## src/rtl/hamming_pkg.sv

```systemverilog
// Shared definitions for the Hamming(11,7) link: widths, parity positions,
// transmitter FSM states and the reference encoder function.
// Optional build macro HAMMING_TX_ERR_INJ_EN (see hamming_tx.sv).
package hamming_pkg;

   localparam int unsigned DATA_W     = 7;
   localparam int unsigned CODE_W     = 11;
   localparam int unsigned FRAME_BITS = 13;

   localparam int unsigned P1_POS = 1;
   localparam int unsigned P2_POS = 2;
   localparam int unsigned P4_POS = 4;
   localparam int unsigned P8_POS = 8;

   typedef enum logic [1:0] {
      IDLE,
      START,
      DATA,
      STOP
   } tx_state_t;

   // Positions are 1-based; code[0] is position 1.
   function automatic logic [CODE_W-1:0] hamming_enc(input logic [DATA_W-1:0] d);
      logic [CODE_W-1:0] c;
      c           = '0;
      c[2]        = d[0];
      c[6:4]      = d[3:1];
      c[10:8]     = d[6:4];
      c[P1_POS-1] = d[0] ^ d[1] ^ d[3] ^ d[4] ^ d[6];
      c[P2_POS-1] = d[0] ^ d[2] ^ d[3] ^ d[5] ^ d[6];
      c[P4_POS-1] = d[1] ^ d[2] ^ d[3];
      c[P8_POS-1] = d[4] ^ d[5] ^ d[6];
      return c;
   endfunction

endpackage

```

## src/rtl/hamming_tx_if.sv

```systemverilog
// Input word handshake for the Hamming transmitter.
// With HAMMING_TX_ERR_INJ_EN defined, carries the error-injection position.
interface hamming_tx_if;
   import hamming_pkg::*;

   logic              in_valid;
   logic              in_ready;
   logic [DATA_W-1:0] in_data;
`ifdef HAMMING_TX_ERR_INJ_EN
   logic [3:0]        inj_pos;
`endif

`ifdef HAMMING_TX_ERR_INJ_EN
   modport master (output in_valid, output in_data, output inj_pos, input in_ready);
   modport slave  (input in_valid, input in_data, input inj_pos, output in_ready);
`else
   modport master (output in_valid, output in_data, input in_ready);
   modport slave  (input in_valid, input in_data, output in_ready);
`endif

endinterface

```

## src/rtl/hamming_enc_7_11.sv

```systemverilog
// Combinational Hamming(11,7) encoder; also usable as a reference model.
module hamming_enc_7_11
   import hamming_pkg::*;
(
   input  logic [DATA_W-1:0] data,
   output logic [CODE_W-1:0] code
);

   // Pure wrapper around the package encoder.
   always_comb code = hamming_enc(data);

endmodule

```

## src/rtl/hamming_tx.sv

```systemverilog
// Hamming(11,7) serial transmitter: accepts 7-bit words, encodes them and
// sends start bit, code[0]..code[10] LSB first, stop bit.
// Build macro HAMMING_TX_ERR_INJ_EN adds single-bit error injection.
module hamming_tx
   import hamming_pkg::*;
#(
   parameter int unsigned CLKS_PER_BIT = 434
) (
   input  logic              clk,
   input  logic              rst,
   hamming_tx_if.slave       in_if,
   output logic              tx,
   output logic              busy,
   output logic [CODE_W-1:0] code_out,
   output logic              frame_done
);

   generate
      if (CLKS_PER_BIT < 2) begin : g_bad_param
         $error("hamming_tx: CLKS_PER_BIT must be >= 2");
      end
   endgenerate

   localparam int unsigned CNT_W = (CLKS_PER_BIT < 2) ? 1 : $clog2(CLKS_PER_BIT);
   localparam logic [CNT_W-1:0] CNT_MAX = CNT_W'(CLKS_PER_BIT - 1);
   localparam logic [3:0] LAST_BIT = 4'(CODE_W - 1);

   tx_state_t         state_q, state_n;
   logic [CNT_W-1:0]  cnt_q, cnt_n;
   logic [3:0]        bit_q, bit_n;
   logic              tx_q, tx_n;
   logic              done_q, done_n;
   logic [CODE_W-1:0] code_q, code_n;
   logic [CODE_W-1:0] enc_code;
   logic [CODE_W-1:0] inj_mask;
   logic              accept;

   hamming_enc_7_11 u_enc (
      .data (in_if.in_data),
      .code (enc_code)
   );

`ifdef HAMMING_TX_ERR_INJ_EN
   // Single-bit flip mask; out-of-range positions inject nothing.
   always_comb begin
      inj_mask = '0;
      if (in_if.inj_pos >= 4'd1 && in_if.inj_pos <= 4'd11)
         inj_mask = CODE_W'(1) << (in_if.inj_pos - 4'd1);
   end
`else
   // No injection in this build.
   always_comb inj_mask = '0;
`endif

   assign accept          = in_if.in_valid && (state_q == IDLE);
   assign in_if.in_ready  = (state_q == IDLE);
   assign busy            = (state_q != IDLE);
   assign tx              = tx_q;
   assign code_out        = code_q;
   assign frame_done      = done_q;

   // State, counters and registered line/codeword.
   always_ff @(posedge clk or posedge rst) begin
      if (rst) begin
         state_q <= IDLE;
         cnt_q   <= '0;
         bit_q   <= '0;
         tx_q    <= 1'b1;
         done_q  <= 1'b0;
         code_q  <= '0;
      end else begin
         state_q <= state_n;
         cnt_q   <= cnt_n;
         bit_q   <= bit_n;
         tx_q    <= tx_n;
         done_q  <= done_n;
         code_q  <= code_n;
      end
   end

   // Next state; tx is computed one cycle ahead so the line is a flop output.
   always_comb begin
      state_n = state_q;
      cnt_n   = cnt_q;
      bit_n   = bit_q;
      tx_n    = tx_q;
      done_n  = 1'b0;
      code_n  = code_q;
      unique case (state_q)
         IDLE: begin
            tx_n = 1'b1;
            if (accept) begin
               state_n = START;
               cnt_n   = '0;
               bit_n   = '0;
               tx_n    = 1'b0;
               code_n  = enc_code ^ inj_mask;
            end
         end
         START: begin
            if (cnt_q == CNT_MAX) begin
               cnt_n   = '0;
               bit_n   = '0;
               state_n = DATA;
               tx_n    = code_q[0];
            end else begin
               cnt_n = cnt_q + 1'b1;
            end
         end
         DATA: begin
            if (cnt_q == CNT_MAX) begin
               cnt_n = '0;
               if (bit_q == LAST_BIT) begin
                  state_n = STOP;
                  tx_n    = 1'b1;
               end else begin
                  bit_n = bit_q + 4'd1;
                  tx_n  = code_q[bit_q + 4'd1];
               end
            end else begin
               cnt_n = cnt_q + 1'b1;
            end
         end
         STOP: begin
            if (cnt_q == CNT_MAX) begin
               cnt_n   = '0;
               state_n = IDLE;
               done_n  = 1'b1;
               tx_n    = 1'b1;
            end else begin
               cnt_n = cnt_q + 1'b1;
            end
         end
         default: begin
            state_n = IDLE;
            tx_n    = 1'b1;
         end
      endcase
   end

endmodule

```

## src/flat_wrapper.sv

```systemverilog
// flat-port wrapper written by rule: the top's interface ports become plain ports
module hamming_tx_flat import hamming_pkg::*;
#(
   parameter int unsigned CLKS_PER_BIT = 434
)
  (clk, rst, tx, busy, code_out, frame_done, in_if_in_valid, in_if_in_data, in_if_in_ready);
  hamming_tx_if in_if_i ();
  input  logic clk;
  input  logic rst;
  output logic tx;
  output logic busy;
  output logic [CODE_W-1:0] code_out;
  output logic frame_done;
  input wire logic [$bits(in_if_i.in_valid)-1:0] in_if_in_valid;
  input wire logic [$bits(in_if_i.in_data)-1:0] in_if_in_data;
  output wire logic [$bits(in_if_i.in_ready)-1:0] in_if_in_ready;
  assign in_if_i.in_valid = in_if_in_valid;
  assign in_if_i.in_data = in_if_in_data;
  assign in_if_in_ready = in_if_i.in_ready;
  hamming_tx #(.CLKS_PER_BIT(CLKS_PER_BIT)) u_core (.clk(clk), .rst(rst), .in_if(in_if_i), .tx(tx), .busy(busy), .code_out(code_out), .frame_done(frame_done));
endmodule
```

## config.mk

```make
export PLATFORM = sky130hd
export DESIGN_NAME = hamming_tx_flat
export DESIGN_NICKNAME = d
export VERILOG_FILES = /design/src/rtl/hamming_pkg.sv /design/src/rtl/hamming_tx_if.sv /design/src/rtl/hamming_enc_7_11.sv /design/src/rtl/hamming_tx.sv /design/src/flat_wrapper.sv
export SDC_FILE = /design/constraint.sdc
export NUM_CORES = 1
export LEC_CHECK = 0
export CORE_AREA = 2 2 67 69
export DETAILED_ROUTE_END_ITERATION = 6
export DIE_AREA = 0 0 69 71
export PLACE_DENSITY = 0.62
export SLEW_MARGIN = 20
export SYNTH_ARGS = -nofsm -noshare
export SYNTH_HDL_FRONTEND = slang
export SYNTH_SLANG_ARGS = --single-unit
export TNS_END_PERCENT = 20
```

## constraint.sdc

```tcl
create_clock -name clk -period 2.5 [get_ports clk]
set_input_delay 0.625 -clock clk [delete_from_list [all_inputs] [get_ports clk]]
set_output_delay 0.625 -clock clk [all_outputs]
set_load 0.05 [all_outputs]
```

; ---- After elaboration in Yosys (flattened, before gate mapping)
; Cells that the tools add are included.
[totals]
reg_bits = 28
inputBits = 10
output_inout_bits = 15
elab_cells = 65
[op_classes]
addsub = 2
magnitude_cmp = 1
eq_ne = 11
n_mux = 24
bitwise = 12
reduce_logical = 9
[ops]
columns = operator, count
row1 = 2-to-1 mux 9 bit, 2
row2 = case mux 9 bit (2 select lines), 1
row3 = 2-to-1 mux 4 bit, 4
row4 = case mux 4 bit (3 select lines), 1
row5 = XOR 1 bit, 12
row6 = 2-to-1 mux 2 bit, 5
row7 = inequality test 2 x 1 -> 1 bit (second input constant), 5
row8 = AND reduction 5 bit, 2
row9 = adder 9 x 1 -> 9 bit (second input constant), 1
row10 = == test 9 bit (second input constant), 1
row11 = 2-to-1 mux 1 bit, 8
row12 = case mux 2 bit (4 select lines), 1
row13 = less-than comparator 4 x 5 -> 1 bit (second input constant), 1
row14 = adder 4 x 1 -> 4 bit (second input constant), 1
row15 = binary-select mux 1 bit (select 4 bit), 1
row16 = == test 2 bit (second input constant), 2
row17 = == test 4 bit (second input constant), 1
row18 = case mux 1 bit (4 select lines), 1
row19 = AND reduction 3 bit, 1
row20 = nonzero test 3 bit, 1
row21 = OR reduction 3 bit, 1
row22 = == test 2 x 1 -> 1 bit (second input constant), 1
row23 = zero test 2 bit, 1
row24 = inequality test 2 bit (second input constant), 1
row25 = other kinds (3), 3

; ---- Depth between registers and ports, before layout
; Gate-level depths: netlist (run 1).
[depth]
ltp_word = 6
ltp_mapped = 7

; ---- Modules after synthesis
; A second synthesis (run 1) with hierarchy kept.
[hier_totals]
hier_cells = 149
hier_area_um2 = 1651.6
[by_module_without_submodules]
columns = module, instances, cells_per_inst, area_each_um2
row1 = hamming_tx, 1, 134, 1500.2
row2 = hamming_enc_7_11, 1, 15, 151.4

; ---- Worst setup path after synthesis (run 1)
; OpenSTA, ideal clock, no wires.
[synth_timing]
path_kind = register to register
from = reg u_core.state_q[0]
to = reg u_core.bit_q[1]
setup_time_ns = 0.125
t_arrival_ns = 2.324
required_ns = 2.375
setup_slack_ns = 0.051
path_stages_with_launch = 7
path_buffers = 0
cell_sequence = dfrtp_1 > inv_1 > ha_1 > inv_1 > nor2_1 > a211o_1 > mux2_4
[synth_via]
elab_chain_len = 4
[synth_lines]
columns = item, line_no
row1 = "start, declared", hamming_tx.sv:28  ; tx_state_t state_q, state_n;
row2 = "start signal, assigned", hamming_tx.sv:72  ; state_q <= state_n;
row3 = zero test 2 bit (*), -
row4 = named net in_if_in_ready, flat_wrapper.sv:16  ; output wire logic [$bits(in_if_i.in_ready)-1:0] in_if_in_ready;
row5 = logical AND 1 bit, hamming_tx.sv:55  ; assign accept = in_if.in_valid && (state_q == IDLE);
row6 = inequality test 2 x 1 -> 1 bit (no source line), -
row7 = AND reduction 5 bit (no source line), -
row8 = "end signal, assigned", hamming_tx.sv:74  ; bit_q <= bit_n;
row9 = "end, declared", hamming_tx.sv:30  ; logic [3:0] bit_q, bit_n;
; Mark *: on every way through the listed nets, which the timed path passes. The rest lies on a longest branch.
; A chain may end at the register's enable or synchronous reset.

; ---- Final worst setup path (run 1)
[layout_timing]
from = reg u_core.tx_q, in the netlist u_core.tx
to = out tx
[layout_rtl]
columns = item, line_no
row1 = "start, declared", hamming_tx.sv:31  ; logic tx_q, tx_n;
row2 = "start signal, assigned", hamming_tx.sv:75  ; tx_q <= tx_n;
row3 = "end, declared", flat_wrapper.sv:10  ; output logic tx;
; No word-level cell between the ends.

==> out/qor.yml, run 1 <==
setup_tns_ns: 0
firstDrtPassIters: 4
path_cells: "clkdlybuf4s50_1"
synthTopCellsByArea: "dfrtp_1 (42%), xnor2_1 (7.0%), ha_1 (6.9%), mux2_2 (6.9%), nor2_1 (3.2%)"
crit-reg2reg-launch: "u_core.bit_q[0]"
yosys.cell_types.count: 37
dr_total_vias: 1266
ir_worst_vdd_v: 0.0007496
cp.required_ns: 1.88
netlist_instances: 155
placed_cells: 233
seq_area_frac_synth_pct: 43.19
synth_xor_area_share_pct: 9.700
period_needed_ns: 2.254
clk_pin_slew_ns: 0.09
cts_setup_buffers: 0
power_frac_seq_pct: 31.7
top_layer: "met4"
cts_max_path_buffers: 2
crit_buf_inv: 1
cts-root-buf: "clkbuf_8"
wl_mm: 3.515
p_per_area_mw_per_mm2: 1173
clk_latency_ns: 0.28
cts_tree: "yes"
clock-sinks: 28
finalMaxSlewViolations: 0
dieArea_sq_mm: 0.004899
slew_headroom_pct: 64.98
leakagePower_uw: 0.0008581
vias_per_cell: 5.342
rsz0062_at_grt: "no"
grt_pass1_vias: 1290
cp-startpoint: "u_core.tx"
max_freq_mhz: 443.7
n_fill_cell: 394
grt_antenna_before_repair: 0
htree_levels: 1
ioPinCount: 25
power_switching_uw: 1100
die_h_microns: 71
netSwitchingFraction_pct: 47.16
yosys_warnings: 0
combPwrFrac_pct: 57.2
fin_skew_ns: 0.004223
p_clk_share_pct: 11.1
finalHoldViolCount: 0
netlist_area_sq_mm: 0.001625
synth-simple-area-share_pct: 14.32
finalSetupViolations: 0
portBuffers: 24
routedWlPerCell_microns: 14.83
yosys-mux-area-fraction_pct: 12.78
internal_power_uw: 1233
worst_ep_arrival_time_ns: 1.63
final_nets: 205
cp_max_fo: 3
start_util_pct: 38.66
met1_length_mm: 1.551
rows: 24
slowest_delay_ns: 0.81
synth_top_family_by_area: "simple AND/OR/NAND/NOR gates"
yosys.area.top_type_share_pct: 41.57
synth_compound_area_share_pct: 10.08
grt_max_degree: 29
hold_class: "flip-flop to flip-flop"
layout-drive-gt1-share_pct: 14.05
grt_use_total_pct: 15.04
min_period_over_period_pct: 90.16
yosys.area.top_type: "dfrtp_1"
synth_adder_area_share_pct: 6.928
wl_met2_mm: 1.764
crit_type: "flip-flop to output pin"
cts_buffers: 3
antenna_left: 0
synth_fp_nets: 174
wl_met3_microns: 168
drcViolationCount: 0
core-area_sq_mm: 0.004204
grt_overflow_total: 0
stdcell_count: 237
cp_top_family: "buffers and inverters"
gp_congestion: 0.8999
syn_avg_cell_area_sq_um: 10.49
status: "completed"
holdBufCountCts: 0
cts_resized: 0
synth-seq-cells: 28
max_cap_viol_count: 0
syn2layout_area_growth_pct: 22.40
first_iter_violations: 82
dpl.hpwl_mm: 2.705
crit_slowest_cell: "clkdlybuf4s50_1"
worstSetupStartpointType: "flip-flop"
antenna_cells: 0
max_slew.worst_pin.slew_ns: 0.5240
worstHoldStart: "u_core.code_out[7]"
die_x_microns: 69
grt_pass1_wl_mm: 5.947
crit_path_end_kind: "output pin"
synthesized netlist by cell type, drive strengths merged:
cell,count
dfrtp,27
nand2,14
nor2,14
xnor2,13
inv,12
mux2,12
o21ai,11
ha,9
xor2,5
nor3,4
a22o,3
nand3,3
a211oi,2
a21oi,2
and2,2
mux2i,2
mux4,2
nand4,2
nor4,2
a211o,1
and3,1
clkbuf,1
dfstp,1
nand2b,1
nand3b,1
nand4b,1
o2111ai,1
o211ai,1
o22a,1
o22ai,1
o31ai,1
o32a,1
or3,1
per-stage QoR:
| stage | utilization [%] | hold WS, ns | setup WS [ns] | instance area (sq um) | total power, uW |
|---|---|---|---|---|---|
| 6_report | 47.32 | 0.5140 | 0.2460 | 1989 | 2333 |
| 5_1_grt | 47.32 | 0.5553 | 0.2113 | 1989 | 2481 |
| 4_1_cts | 47.32 | 0.5206 | 0.2308 | 1989 | 2349 |
| 3_5_place_dp | 46.25 | 0.4981 | 0.3525 | 1944 | 2083 |
| 3_3_place_gp | 46.25 | 0.4912 | 0.3968 | 1944 | 2046 |
| 2_1_floorplan | - | 0.5102 | 0.05072 | 1625 | 1673 |
final cells by class:
| class | count | area, sq um | share of cell area (%) |
|---|---|---|---|
| multi-input cells | 114 | 874.6 | 43.96 |
| repair buffers | 27 | 257.7 | 12.96 |
| clock buffers | 4 | 45.04 | 2.264 |
| flip-flops and latches | 28 | 701.9 | 35.28 |
| well taps | 52 | 65.06 | 3.270 |
| inverters | 12 | 45.04 | 2.264 |
cells by family after synthesis:
logic type,Yosys count
AO/OA/AOI/OAI,25
flip-flops,28
AND/OR/NAND/NOR,46
multiplexers,16
adder cells (fa/ha/maj),9
XOR/XNOR,18
buffers and inverters,13
cells in the final DEF (no fill, tap or decap), types with 2 or more instances in the layout:
cell type and count:
a211oi_1 2, a21oi_1 2, a22o_1 3, and2_1 2
buf_4 5, clkbuf_8 3, clkdlybuf4s50_1 22, dfrtp_1 27
ha_1 9, inv_1 12, mux2_2 10, mux2_4 2
mux2i_1 2, mux4_2 2, nand2_1 12, nand2_2 2
nand3_1 3, nand4_1 2, nor2_1 14, nor3_1 4
o21ai_0 10, xnor2_1 13, xor2_1 5
flip-flops by register name, indices dropped and copies added (netlist names):
name,cells
u_core.tx,1
u_core.frame_done,1
u_core.bit_q,4
u_core.code_out,11
u_core.cnt_q,9
u_core.state_q,2
power by group through the flow:
| stage | sequential [uW] | combinational (uW) | clock, uW |
|---|---|---|---|
| 3_5_place_dp | 748 | 1330 | 0 |
| 5_1_grt | 769 | 1430 | 286 |
| 3_3_place_gp | 742 | 1300 | 0 |
| 2_1_floorplan | 1050 | 627 | 0 |
| 4_1_cts | 742 | 1340 | 266 |
| 6_report | 740 | 1330 | 258 |
routing by layer:
metal / track usage [%] / vias to the layer above
met5: 0 / -
met4: 3.486 / 0
met3: 3.276 / 4
met2: 27.35 / 36
met1: 18.23 / 625
li1: - / 601
worst paths after layout:
| kind | endpoint | slack, ns | cells past startpoint |
|---|---|---|---|
| worst max-delay path | tx | 0.25 | 1 |
| worst min-delay path | u_core.code_out[7] | 0.51 | 2 |
| worst max register to register | u_core.tx | 0.40 | 6 |
| worst min register to register | u_core.code_out[7] | 0.51 | 2 |
| max in group asynchronous | u_core.tx | 1.49 | 3 |
| min in group asynchronous | u_core.cnt_q[1] | 0.70 | 3 |
No activity file was read; power rests on OpenSTA's default activity.
==> run 2, diff against run 1 <==
--- a/config.mk
+++ b/config.mk
@@ -5,10 +5,12 @@
 export SDC_FILE = /design/constraint.sdc
 export NUM_CORES = 1
 export LEC_CHECK = 0
+export CELL_PAD_IN_SITES_DETAIL_PLACEMENT = 1
+export CELL_PAD_IN_SITES_GLOBAL_PLACEMENT = 1
 export CORE_AREA = 2 2 67 69
 export DETAILED_ROUTE_END_ITERATION = 6
 export DIE_AREA = 0 0 69 71
-export PLACE_DENSITY = 0.62
+export PLACE_DENSITY = 0.76
 export SLEW_MARGIN = 20
 export SYNTH_ARGS = -nofsm -noshare
 export SYNTH_HDL_FRONTEND = slang
==> run 2 against run 1 <==
Against the previous run: register-to-register slack hardly changed; sequential power is 0.5% higher; flip-flop and latch count stayed put; hold slack better by 0.015 ns; via count is 1.9% lower; critical path depth stayed put; non-clock buffer count stayed put; global-route usage is 1.8 points higher; final cell count stayed put; clock skew hardly changed; critical endpoint unchanged; largest power group unchanged; highest routed layer unchanged.
==> out/qor.yml, run 2 (synthesis gave the netlist of run 1 again) <==
clk_pin_slew_ns: 0.10  # about the same
cts-root-buf: "clkbuf_8"
drcViolationCount: 0  # unchanged
stdcell_count: 237  # unchanged
worst_ep_arrival_time_ns: 1.63  # about the same
final_common_cell: "dfrtp_1"
max_cap_viol_count: 0  # unchanged
crit_type: "flip-flop to output pin"
cp.required_ns: 1.88  # about the same
cts_tree: "yes"
holdBufCountCts: 0  # unchanged
cts_max_path_buffers: 2  # unchanged
clock-sinks: 28  # unchanged
crit_cells: 1  # unchanged
worstSetupStartpointType: "flip-flop"
core-area_sq_mm: 0.004204  # unchanged
holdWs_ns: 0.5292  # +0.01526 ns
grt_max_degree: 29  # unchanged
hold_class: "flip-flop to flip-flop"
finalMaxSlewViolations: 0  # unchanged
ioPinCount: 25  # unchanged
start_util_pct: 38.66  # unchanged
path_cells: "clkdlybuf4s50_1"
slew_headroom_pct: 64.61  # -0.37 points
routedWlPerCell_microns: 16.27  # +9.7%
first_iter_violations: 39  # -52%
antenna_cells: 0  # unchanged
p_per_area_mw_per_mm2: 1223  # +4.3%
firstDrtPassIters: 4  # unchanged
rows: 24  # unchanged
cp_max_fo: 3  # unchanged
grt_use_total_pct: 16.80  # +1.8 points
max_freq_mhz: 443.9  # about the same
multi_input_comb_area_sq_um: 874.6  # unchanged
crit_path_end_kind: "output pin"
die_x_microns: 69  # unchanged
grt_pass1_wl_mm: 6.679  # +12%
dpl.hpwl_mm: 2.979  # +10%
period_needed_ns: 2.253  # -0.001232 ns
hold-path-cell-count: 2  # unchanged
vias_per_cell: 5.241  # -1.9%
n_fill_cell: 484  # +23%
setup_tns_ns: 0  # unchanged
die_h_microns: 71  # unchanged
leakagePower_uw: 0.0008710  # +1.5%
rsz0062_at_grt: "no"
cp_top_family: "buffers and inverters"
gp_congestion: 0.8654  # -3.8%
finalHoldViolCount: 0  # unchanged
finalSetupViolations: 0  # unchanged
cts_buffers: 3  # unchanged
cts_setup_buffers: 0  # unchanged
pre_cts_slack_ns: 0.3140  # -0.03846 ns
largest_reg_flops: 11  # unchanged
grt_antenna_before_repair: 0  # unchanged
max_slew.worst_pin.slew_ns: 0.5295  # +0.005524 ns
register_area_sq_um: 701.9  # unchanged
dieArea_sq_mm: 0.004899  # unchanged
final_nets: 205  # unchanged
antenna_left: 0  # unchanged
slowest_delay_ns: 0.80  # about the same
r2r_cells: 6  # unchanged
fin_skew_ns: 0.004029  # -0.0001940 ns
clk_latency_ns: 0.28  # about the same
crit_slowest_cell: "clkdlybuf4s50_1"
ir_worst_vdd_v: 0.0006204  # -17%
fin_ws_ns: 0.2473  # +0.001232 ns
portBuffers: 24  # unchanged
placed_cells: 233  # unchanged
wl_mm: 3.857  # +9.7%
crit_buf_inv: 1  # unchanged
min_period_over_period_pct: 90.11  # about the same
syn2layout_area_growth_pct: 24.02
status: "completed"
cts_resized: 0  # unchanged
grt_pass1_vias: 1391  # +7.8%
grt_overflow_total: 0  # unchanged
layout_common_cells: "dfrtp_1 (27), clkdlybuf4s50_1 (22), nor2_1 (14)"
htree_levels: 1  # unchanged
layout-drive-gt1-share_pct: 14.59  # +0.54 points
dr_total_vias: 1242  # -1.9%
finalPower_uw: 2466  # +5.7%
==> run 2: area by class of cell <==
| cell class | instances | area share [%] |
|---|---|---|
| multi-input combinational | 114 | 43.39 |
| sequential | 28 | 34.82 |
| timing repair buffer | 27 | 12.79 |
| tap | 52 | 3.228 |
| inverter | 12 | 2.235 |
| clock buffer | 3 | 2.048 |
| clock inverter | 1 | 1.490 |
==> run 2: final timing paths <==
check | startpoint | to | slack (ns)
setup / recovery | u_core.tx | tx | 0.25
hold / removal | u_core.code_out[7] | u_core.code_out[7] | 0.53
setup reg to reg | u_core.bit_q[0] | u_core.tx | 0.40
hold reg to reg | u_core.code_out[7] | u_core.code_out[7] | 0.53
max in group asynchronous | rst | u_core.tx | 1.48
min in group asynchronous | rst | u_core.cnt_q[7] | 0.70
==> run 2: per-layer routing <==
layer	GRT usage [%]	part of all wire, %	vias to the layer above
met5	0	0	-
li1	-	-	601
met4	4.575	0.93	0
met3	2.422	4.1	4
met2	30.34	50	28
met1	21.05	45	609
==> run 2: where the power goes <==
part	total [uW]	leakage [uW]	switching, uW	internal (uW)
clock	365	0.0000357	150	215
combinational	1360	0.000478	838	519
sequential	744	0.000357	142	602
total	2470	0.000871	1130	1330
==> run 2: per-stage QoR <==
step	instance area, sq um	utilization [%]
final	2016	47.95
after global routing	2016	47.95
after floorplan	1625	-
after CTS	2016	47.95
after global placement	1944	46.25
after detailed placement	1944	46.25
==> run 3, diff against run 2 <==
==> constraint.sdc (replaced) <==
create_clock -name clk -period 2.5 [get_ports clk]
set_input_delay 0.625 -clock clk [delete_from_list [all_inputs] [get_ports clk]]
set_output_delay 0.625 -clock clk [all_outputs]
set_load 0.01 [all_outputs]
==> run 3 against run 2 <==
Against the previous run: flip-flop and latch count unchanged; cell area fell by 0.56%; largest cell class unchanged; critical endpoint is now busy; core utilization is 0.27 points lower; clock power is 20% lower; highest routed layer unchanged; sequential power down 0.5%.
==> out/qor.yml, run 3 (synthesis gave the netlist of run 1 again) <==
cts_resized: 0  # unchanged
clk_pin_slew_ns: 0.10  # about the same
grt_use_total_pct: 16.64  # -0.16 points
n_fill_cell: 487  # +0.62%
die_x_microns: 69  # unchanged
layout_common_cells: "dfrtp_1 (27), clkdlybuf4s50_1 (24), nor2_1 (14)"
worstSetupStartpointType: "flip-flop"
finalSetupViolations: 0  # unchanged
gp_congestion: 0.8314  # -3.9%
cts_max_path_buffers: 2  # unchanged
routedWlPerCell_microns: 16.03  # -1.5%
wl_met2_mm: 1.924  # -0.88%
die_h_microns: 71  # unchanged
place_area_sq_mm: 0.001949  # +0.26%
top_layer: "met4"
grt_pass1_vias: 1397  # +0.43%
crit_path_end_kind: "output pin"
antenna_cells: 0  # unchanged
grt_pass1_wl_mm: 6.658  # -0.31%
dr_total_vias: 1257  # +1.2%
crit_type: "flip-flop to output pin"
vias_per_cell: 5.304  # +1.2%
status: "completed"
slowest_delay_ns: 0.53  # -0.27 ns
cp.required_ns: 1.88  # about the same
dpl.hpwl_mm: 3.026  # +1.6%
met1_length_mm: 1.680  # -2.3%
clk_latency_ns: 0.28  # about the same
cp_max_fo: 5  # +2
cts_tree: "yes"
stdcell_count: 237  # unchanged
largest_reg_flops: 11  # unchanged
critical_path.most_common_cell: "inv_1"
antenna_left: 0  # unchanged
cts-root-buf: "clkbuf_8"
leakagePower_uw: 0.0008623  # -1.0%
cts_setup_buffers: 0  # unchanged
final_nets: 205  # unchanged
clock-sinks: 28  # unchanged
period_needed_ns: 2.323  # +0.07008 ns
p_per_area_mw_per_mm2: 1023  # -16%
max_cap_viol_count: 0  # unchanged
layout-drive-gt1-share_pct: 13.51  # -1.1 points
hold_class: "flip-flop to flip-flop"
finalMaxSlewViolations: 0  # unchanged
slew_headroom_pct: 65.30  # +0.69 points
path_cells: "inv_1 -> ha_1 -> inv_1 -> clkdlybuf4s50_1"
grt_overflow_total: 0  # unchanged
core-area_sq_mm: 0.004204  # unchanged
finalHoldViolCount: 0  # unchanged
ir_worst_vdd_v: 0.0004652  # -25%
holdBufCountCts: 0  # unchanged
syn2layout_area_growth_pct: 23.33
wl_met3_microns: 165  # +3.8%
first_iter_violations: 41  # +5.1%
postLayoutCellArea_sq_mm: 0.002004  # -0.56%
grt_antenna_before_repair: 0  # unchanged
crit_slowest_cell: "clkdlybuf4s50_1"
cts_buffers: 3  # unchanged
grt_max_degree: 29  # unchanged
rsz0062_at_grt: "no"
rows: 24  # unchanged
dieArea_sq_mm: 0.004899  # unchanged
placed_cells: 233  # unchanged
worst_ep_arrival_time_ns: 1.70  # +0.07 ns
firstDrtPassIters: 4  # unchanged
ioPinCount: 25  # unchanged
start_util_pct: 38.66  # unchanged
htree_levels: 1  # unchanged
max_slew.worst_pin.slew_ns: 0.5192  # -0.01031 ns
max_freq_mhz: 430.5  # -3.0%
fin_skew_ns: 0.004897  # +0.0008682 ns
final_common_cell: "dfrtp_1"
wl_mm: 3.800  # -1.5%
setup_tns_ns: 0  # unchanged
min_period_over_period_pct: 92.91  # +2.8 points
drcViolationCount: 0  # unchanged
portBuffers: 24  # unchanged
[run 3: cell types whose count changed in the layout (fill, tap and decap cells not counted), sizes merged]
cell and delta:
clkbuf +1, clkdlybuf4s50 +2, buf -2, bufinv -1
[run 3: worst paths after layout]
kind / depth (start not counted) / slack, ns / end / from
hold / removal: 1 / 0.55 / u_core.code_out[5] / u_core.code_out[5]
hold reg to reg: 1 / 0.55 / u_core.code_out[5] / u_core.code_out[5]
setup / recovery: 4 / 0.18 / busy / u_core.state_q[0]
setup reg to reg: 6 / 0.35 / u_core.tx / u_core.bit_q[0]
max in group asynchronous: 3 / 1.49 / u_core.tx / rst
min in group asynchronous: 3 / 0.70 / u_core.cnt_q[7] / rst
[run 3: where the power goes]
| part | internal (uW) | total [uW] | switching, uW | leakage [uW] |
|---|---|---|---|---|
| logic | 526 | 1020 | 493 | 0.000476 |
| registers | 602 | 740 | 138 | 0.000357 |
| clock network | 141 | 291 | 150 | 0.0000288 |
[run 3: cell type report]
cell class	count	area, sq um	share of cell area, %
Multi-Input combinational cell	114	874.6	43.63
Sequential cell	28	701.9	35.02
Timing Repair Buffer	27	262.8	13.11
Tap cell	52	65.06	3.246
Clock buffer	4	55.05	2.747
Inverter	12	45.04	2.247
[run 3: critical path, delay by kind of cell, from the launching register on]
kind,cells,cell delay (ns)
buf+inv,3,0.74
flops,1,0.41
fa+ha+maj,1,0.28
[run 3: per-stage QoR]
step	util [%]	setup slack (ns)	hold WS (ns)	total power (uW)
2_1_floorplan	-	0.6076	0.5102	1332
3_3_place_gp	46.37	0.3774	0.5022	1712
3_5_place_dp	46.37	0.2984	0.5310	1777
4_1_cts	47.68	0.1692	0.5489	2074
5_1_grt	47.68	0.08740	0.5758	2211
6_report	47.68	0.1772	0.5484	2051
[run 3: per-layer routing]
layer	vias to the layer above	GRT usage (%)
met3	4	3.704
met5	-	0
met2	29	30.56
met4	0	2.832
li1	600	-
met1	624	20.31
